<file path="src/rtl/yuv2rgb_osd.sv">
// yuv2rgb_osd: OSD overlay blend followed by YUV -> RGB conversion.
// Four-stage clock-enabled pipeline:
//   stage 1: capture pixel, syncs and the addressed CLUT entry
//   stage 2: per-component alpha blend of pixel and CLUT colour
//   stage 3: signed colour-matrix products
//   stage 4: sum, round, clip, blank when pixel_en is low
// The CLUT is written on every clk edge (not gated by clk_en) and is
// cleared to all-transparent by reset.

module yuv2rgb_osd #(
  parameter int FULL_RANGE = 1
) (
  input  logic        clk,
  input  logic        rst,
  input  logic        clk_en,
  input  logic [7:0]  y_in,
  input  logic [7:0]  u_in,
  input  logic [7:0]  v_in,
  input  logic [7:0]  osd_in,
  input  logic        h_sync_in,
  input  logic        v_sync_in,
  input  logic        pixel_en_in,
  input  logic        osd_enable,
  input  logic        clut_wr_en,
  input  logic [3:0]  clut_wr_addr,
  input  logic [27:0] clut_wr_data,
  output logic [7:0]  r_out,
  output logic [7:0]  g_out,
  output logic [7:0]  b_out,
  output logic        h_sync_out,
  output logic        v_sync_out,
  output logic        pixel_en_out
);

  // Colour-matrix constants. Studio range expands Y by 298/256 after
  // removing the 16 black offset; unscaled mode keeps Y as-is.
  localparam logic signed [19:0] Y_OFFSET = (FULL_RANGE != 0) ? 20'sd16  : 20'sd0;
  localparam logic signed [19:0] K_Y      = (FULL_RANGE != 0) ? 20'sd298 : 20'sd256;
  localparam logic signed [19:0] K_VR     = (FULL_RANGE != 0) ? 20'sd409 : 20'sd359;
  localparam logic signed [19:0] K_UG     = (FULL_RANGE != 0) ? 20'sd100 : 20'sd88;
  localparam logic signed [19:0] K_VG     = (FULL_RANGE != 0) ? 20'sd208 : 20'sd183;
  localparam logic signed [19:0] K_UB     = (FULL_RANGE != 0) ? 20'sd516 : 20'sd454;
  localparam logic signed [19:0] C_OFFSET = 20'sd128;
  localparam logic signed [19:0] ROUND    = 20'sd128;

  // ---------------------------------------------------------------
  // Colour look-up table: 16 entries of {Y, U, V, A}
  // ---------------------------------------------------------------
  logic [27:0] clut_mem [16];

  // CLUT write port; reset clears every entry and wins over a write
  always_ff @(posedge clk) begin
    if (!rst) begin
      for (int i = 0; i < 16; i++) begin
        clut_mem[i] <= '0;
      end
    end else if (clut_wr_en) begin
      clut_mem[clut_wr_addr] <= clut_wr_data;
    end
  end

  // ---------------------------------------------------------------
  // Stage 1: capture pixel, syncs and the selected CLUT entry.
  // The entry is read in the same edge as any write, so a write to
  // the addressed entry is seen only by the following pixel.
  // ---------------------------------------------------------------
  logic [27:0]     clut_rd;
  logic            osd_transparent;
  logic [27:0]     s1_clut_next;
  logic [2:0][7:0] s1_pix_reg;
  logic [27:0]     s1_clut_reg;
  logic [2:0]      s1_sync_reg;

  assign clut_rd         = clut_mem[osd_in[3:0]];
  assign osd_transparent = (osd_in == 8'd0) || !osd_enable;
  assign s1_clut_next    = {clut_rd[27:4], osd_transparent ? 4'd0 : clut_rd[3:0]};

  // Stage 1 register: sync bits packed as {h_sync, v_sync, pixel_en}
  always_ff @(posedge clk) begin
    if (!rst) begin
      s1_pix_reg  <= '0;
      s1_clut_reg <= '0;
      s1_sync_reg <= '0;
    end else if (clk_en) begin
      s1_pix_reg  <= {y_in, u_in, v_in};
      s1_clut_reg <= s1_clut_next;
      s1_sync_reg <= {h_sync_in, v_sync_in, pixel_en_in};
    end
  end

  // ---------------------------------------------------------------
  // Stage 2: alpha blend. A=15 maps to a weight of 16 so a fully
  // opaque entry replaces the pixel exactly; A=0 leaves it untouched.
  // Component index: 2 = Y, 1 = U, 0 = V (same order as the CLUT word).
  // ---------------------------------------------------------------
  logic [4:0]      blend_w;
  logic [2:0][7:0] s2_pix_next;
  logic [2:0][7:0] s2_pix_reg;
  logic [2:0]      s2_sync_reg;

  assign blend_w = (s1_clut_reg[3:0] == 4'hF) ? 5'd16 : {1'b0, s1_clut_reg[3:0]};

  genvar gi;
  generate
    for (gi = 0; gi < 3; gi++) begin : g_blend
      logic [11:0] keep_term;
      logic [11:0] ovl_term;
      logic [11:0] blend_sum;

      // Max 255*16 + 8 = 4088, so 12 bits never overflow
      assign keep_term   = {4'd0, s1_pix_reg[gi]} * {7'd0, 5'd16 - blend_w};
      assign ovl_term    = {4'd0, s1_clut_reg[4 + 8*gi +: 8]} * {7'd0, blend_w};
      assign blend_sum   = keep_term + ovl_term + 12'd8;
      assign s2_pix_next[gi] = 8'(blend_sum >> 4);
    end
  endgenerate

  // Stage 2 register: blended Y/U/V and delayed syncs
  always_ff @(posedge clk) begin
    if (!rst) begin
      s2_pix_reg  <= '0;
      s2_sync_reg <= '0;
    end else if (clk_en) begin
      s2_pix_reg  <= s2_pix_next;
      s2_sync_reg <= s1_sync_reg;
    end
  end

  // ---------------------------------------------------------------
  // Stage 3: signed products. Largest magnitude is 516*127 or
  // 298*239, both well inside 20-bit signed.
  // ---------------------------------------------------------------
  logic signed [19:0] y_s;
  logic signed [19:0] u_s;
  logic signed [19:0] v_s;
  logic signed [19:0] yterm_next;
  logic signed [19:0] vr_next;
  logic signed [19:0] ug_next;
  logic signed [19:0] vg_next;
  logic signed [19:0] ub_next;
  logic signed [19:0] s3_yterm_reg;
  logic signed [19:0] s3_vr_reg;
  logic signed [19:0] s3_ug_reg;
  logic signed [19:0] s3_vg_reg;
  logic signed [19:0] s3_ub_reg;
  logic [2:0]         s3_sync_reg;

  assign y_s = $signed({12'd0, s2_pix_reg[2]}) - Y_OFFSET;
  assign u_s = $signed({12'd0, s2_pix_reg[1]}) - C_OFFSET;
  assign v_s = $signed({12'd0, s2_pix_reg[0]}) - C_OFFSET;

  assign yterm_next = y_s * K_Y;
  assign vr_next    = v_s * K_VR;
  assign ug_next    = u_s * K_UG;
  assign vg_next    = v_s * K_VG;
  assign ub_next    = u_s * K_UB;

  // Stage 3 register: matrix products and delayed syncs
  always_ff @(posedge clk) begin
    if (!rst) begin
      s3_yterm_reg <= '0;
      s3_vr_reg    <= '0;
      s3_ug_reg    <= '0;
      s3_vg_reg    <= '0;
      s3_ub_reg    <= '0;
      s3_sync_reg  <= '0;
    end else if (clk_en) begin
      s3_yterm_reg <= yterm_next;
      s3_vr_reg    <= vr_next;
      s3_ug_reg    <= ug_next;
      s3_vg_reg    <= vg_next;
      s3_ub_reg    <= ub_next;
      s3_sync_reg  <= s2_sync_reg;
    end
  end

  // ---------------------------------------------------------------
  // Stage 4: sum, round, arithmetic shift and saturate to 0..255.
  // ---------------------------------------------------------------
  logic signed [19:0] r_sum;
  logic signed [19:0] g_sum;
  logic signed [19:0] b_sum;
  logic [7:0]         r_next;
  logic [7:0]         g_next;
  logic [7:0]         b_next;

  function automatic logic [7:0] clip8(input logic signed [19:0] s);
    logic signed [19:0] q;
    q = s >>> 8;
    if (q < 20'sd0) begin
      return 8'd0;
    end else if (q > 20'sd255) begin
      return 8'd255;
    end
    return 8'(q);
  endfunction

  assign r_sum = s3_yterm_reg + s3_vr_reg + ROUND;
  assign g_sum = s3_yterm_reg - s3_ug_reg - s3_vg_reg + ROUND;
  assign b_sum = s3_yterm_reg + s3_ub_reg + ROUND;

  assign r_next = clip8(r_sum);
  assign g_next = clip8(g_sum);
  assign b_next = clip8(b_sum);

  // Output register: RGB blanked to black outside the active area
  always_ff @(posedge clk) begin
    if (!rst) begin
      r_out        <= '0;
      g_out        <= '0;
      b_out        <= '0;
      h_sync_out   <= 1'b0;
      v_sync_out   <= 1'b0;
      pixel_en_out <= 1'b0;
    end else if (clk_en) begin
      r_out        <= s3_sync_reg[0] ? r_next : 8'd0;
      g_out        <= s3_sync_reg[0] ? g_next : 8'd0;
      b_out        <= s3_sync_reg[0] ? b_next : 8'd0;
      h_sync_out   <= s3_sync_reg[2];
      v_sync_out   <= s3_sync_reg[1];
      pixel_en_out <= s3_sync_reg[0];
    end
  end

endmodule
</file>
<file path="config.mk">
export PLATFORM = sky130hd
export DESIGN_NAME = yuv2rgb_osd
export DESIGN_NICKNAME = d
export VERILOG_FILES = /design/src/rtl/yuv2rgb_osd.sv
export SDC_FILE = /design/constraint.sdc
export NUM_CORES = 2
export LEC_CHECK = 0
export ABC_AREA = 1
export ABC_CLOCK_PERIOD_IN_PS = 7200
export CORE_ASPECT_RATIO = 0.9
export CORE_MARGIN = 1.5
export CORE_UTILIZATION = 23
export CTS_BUF_LIST = sky130_fd_sc_hd__clkbuf_16
export CTS_CLUSTER_DIAMETER = 30
export DETAILED_ROUTE_END_ITERATION = 10
export PLACE_DENSITY = 0.35
export SLEW_MARGIN = 5
export SYNTH_ARGS = -nofsm -noshare
export SYNTH_HDL_FRONTEND = slang
export SYNTH_SLANG_ARGS = --single-unit
</file>
<file path="constraint.sdc">
create_clock -name clk -period 7.2 [get_ports clk]
set_input_delay 1.08 -clock clk [delete_from_list [all_inputs] [get_ports clk]]
set_output_delay 1.08 -clock clk [all_outputs]
set_load 0.005 [all_outputs]
</file>
==> key figures <==
STA
  • Rel. slew slack: 0.2440
  • Final period utilization: 0.9092
  • RSZ-0062 raised after global routing: no
  • Max Slew Vio Count: 0
  • Setup TNS Final: 0 ns
  • Setup violators final: 0
  • Setup ws final: 0.6535 ns
  • Final hold vios: 0
  • Worst slew pin tran: around 1.1 ns
  • Highest clock rate: 152.8 MHz
  • Skew final: 0.05899 ns
  • Post-layout min period: ~6.5 ns

Setup path
  • CP startpoint kind: register
  • Worst reg2reg setup slack: 0.65 ns
  • Reg2reg start: s1_clut_reg[0]$_SDFFE_PN0P_
  • Critical R2R Capture: s2_pix_reg[13]$_SDFFE_PN0P_
  • Required time of the critical path: 7.86 ns
  • Crit. End Element: register
  • Crit path launch: s1_clut_reg[0]$_SDFFE_PN0P_
  • CP arrival: 7.21 ns
  • Max FO, Critical Path: 19
  • Max incr delay on CP: between 0.5 and 0.6 ns
  • Top cell by count, worst path: nand2_1
  • R2R depth: 27
  • Crit Path Class: register to register
  • Slowest CP cell: fa_1
  • Critical Path End: s2_pix_reg[13]$_SDFFE_PN0P_

Route
  • Residual DRC count: 0
  • Post-Route WL: 148500 um
  • Detailed-router iteration count before antenna repair: 5
  • Routed Antenna Nets: 0
  • Initial DRC count: 1922
  • Avg WL per Cell: 19.98 um
  • Routed vias/inst: about 4.5
  • Routed vias: 33140

Floorplanning
  • Row Count: between 100 and 150
  • Initial Util: 0.2316
  • Die ar.: 0.1846 sq mm
  • Die H: 407.7 um
  • # IOs: 99
  • Die X: 452.7 um
  • Core ar.: 0.1807 sq mm

Placed design
  • PortBufs: 98
  • Pre-CTS setup slack: around 0.65 ns
  • Routability cong.: 0.8181
  • Hpwl dp: 98140 um
  • Placed Area: between 0.04 and 0.05 sq mm

Yosys
  • Flip-flop and latch count after synthesis: roughly 640
  • Yosys top cell by area: edfxtp_1
  • Sequential share of the synthesized area: 0.4127
  • Synth Area in Adders: 0.2095
  • Asr flop ratio synth: 0
  • Top-area cell type share of the netlist area: 0.3214
  • Post-synthesis mux area share: 0
  • Largest family of logic cells by synthesized area: adder cells
  • Avg Inst Size Synth: 8.741 sq um
  • Number of synthesized flops with an enable pin: around 450
  • Largest cells by area after synthesis: edfxtp_1, ha_1, fa_1
  • Ys flop type: edfxtp_1
  • Synth Warn #: 0
  • XOR/XNOR Fraction of Synth Area: 0.02011
  • Simple-Gate Fraction of Synth Area: 0.1711
  • Synthesized cell area: 0.04186 sq mm
  • Syn_nets: 5431
  • Synth Area in Compound Gates: 0.1086
  • Synth cell types: 48
  • Post-Syn Instances: approximately 4800

CTS
  • Reg clk slew, reported paths: roughly 0.040 ns
  • Clk sinks: between 600 and 700
  • Worst skew pair latency: 0.80 ns
  • Post-CTS sizing: 0
  • Root cell of the clock tree: clkbuf_16
  • Post-CTS Hold Buffers: 0
  • CTS tree: done
  • CTS buffer count: 178
  • H-tree depth: 4
  • CTS max path bufs: 3
  • Post-CTS Setup Repair Bufs: 0

Layout
  • Max reg flops: 448
  • Design area: 0.05135 sq mm
  • Core Util, Final: 0.2841
  • Multi-input logic area: ~0.021 sq mm
  • Layout cells sized above 1: 0.07416
  • Final nets: 5520
  • Syn-to-layout area delta: 22.66%
  • Commonest non-fill, non-tap cell in the layout: nor2_1
  • Register area: 0.01728 sq mm
  • Most frequent cells in the layout: nor2_1, inv_1, nand2_1, edfxtp_1, o21ai_0
  • Filler Cell Count: 19490

Global routing
  • Largest net degree at the start of global routing: 147
  • First-pass GRT wire length: roughly 230000 um
  • Tot GR Track Use: 0.1621
  • Number of global-route vias before repair: 34610
  • Antenna violations before repair: 6
  • Total grt overflow: 0

Power
  • Pwr/cell area: 335.1 mW/mm^2
  • Worst vdd ir: 0.2629 mV
  • Pleak: 22.28 nW
  • Final Power: ~0.017 W

Status
  • Status: finished clean

Worst hold path
  • Worst Hold Class: register to register

Job
  • Total of max-cap violations: 0
## metal layers
layer / vias up / wire (um) / GRT usage / share of wire
li1: 15980 / - / - / -
met1: 16380 / 72900 / 0.2277 / 0.49
met2: 617 / 67560 / 0.2600 / 0.46
met3: 172 / 6021 / 0.02727 / 0.041
met4: 0 / 1980 / 0.03240 / 0.013
met5: - / 0 / 0 / 0
## critical path: cells and delay by family (launching register included)
kind	cells	cell delay (ns)
adder cells (fa/ha/maj)	6	2.88
buffers and inverters	8	1.26
AND/OR/NAND/NOR	8	1.06
AO/OA/AOI/OAI	5	0.82
flip-flops	1	0.40
## power breakdown
group / switching, W / internal, W
clock: 0.00257 / 0.00516
combinational: 0.00323 / 0.00179
sequential: 0.000225 / 0.00423
## area by class of cell
type | instances | share of cell area
diodes | 2 | 0.00009746
clock buffers | 178 | 0.08674
clock inverters | 154 | 0.02939
inverters | 621 | 0.04566
multi-input cells | 3286 | 0.4159
flip-flops and latches | 639 | 0.3364
well taps | 2400 | 0.05848
repair buffers | 152 | 0.02724
## kinds of logic after synthesis
logic type / Yosys count
simple gates: 1807
buf+inv: 864
compound gates: 815
flops: 639
fa+ha+maj: 570
xor+xnor: 94
## stage by stage
stage	instances	hold WS, ns
after floorplan	4789	0.4373
after global placement	7098	0.4558
after detailed placement	7098	0.4575
after CTS	7430	0.4640
after global routing	7431	0.4759
final	7432	0.4608
## cells in the mapped netlist, types with 4 or more instances
master,number
or2_2,6
buf_1,19
and2_1,4
o21ai_0,419
o22ai_1,67
buf_2,6
dfxtp_1,191
clkbuf_1,215
nand2_1,581
o21ai_1,5
o211ai_1,24
inv_1,615
nor2_1,1026
a21oi_1,201
xnor2_1,49
fa_1,218
edfxtp_1,448
nand4_1,29
ha_1,352
a41oi_1,18
a21o_1,5
o221ai_1,46
a211oi_1,4
o21bai_1,10
nand3_1,109
nand3b_1,13
a31oi_1,10
xor2_1,44
nor3_1,23
## worst min-delay path by stage
| stage | startpoint | end | slack [ns] | cells after the start |
|---|---|---|---|---|
| finish | b_out[7]$_SDFFE_PN0P_ | b_out[7]$_SDFFE_PN0P_ | 0.46 | 2 |
| global placement | r_out[5]$_SDFFE_PN0P_ | r_out[5]$_SDFFE_PN0P_ | 0.46 | 2 |
| detailed placement | r_out[4]$_SDFFE_PN0P_ | r_out[4]$_SDFFE_PN0P_ | 0.46 | 2 |
| global route | b_out[7]$_SDFFE_PN0P_ | b_out[7]$_SDFFE_PN0P_ | 0.48 | 2 |
| floorplan | s3_vr_reg[7]$_SDFFE_PN0P_ | s3_vr_reg[7]$_SDFFE_PN0P_ | 0.44 | 2 |
| CTS | r_out[4]$_SDFFE_PN0P_ | r_out[4]$_SDFFE_PN0P_ | 0.46 | 2 |
Power figures use the tool's default switching activity.
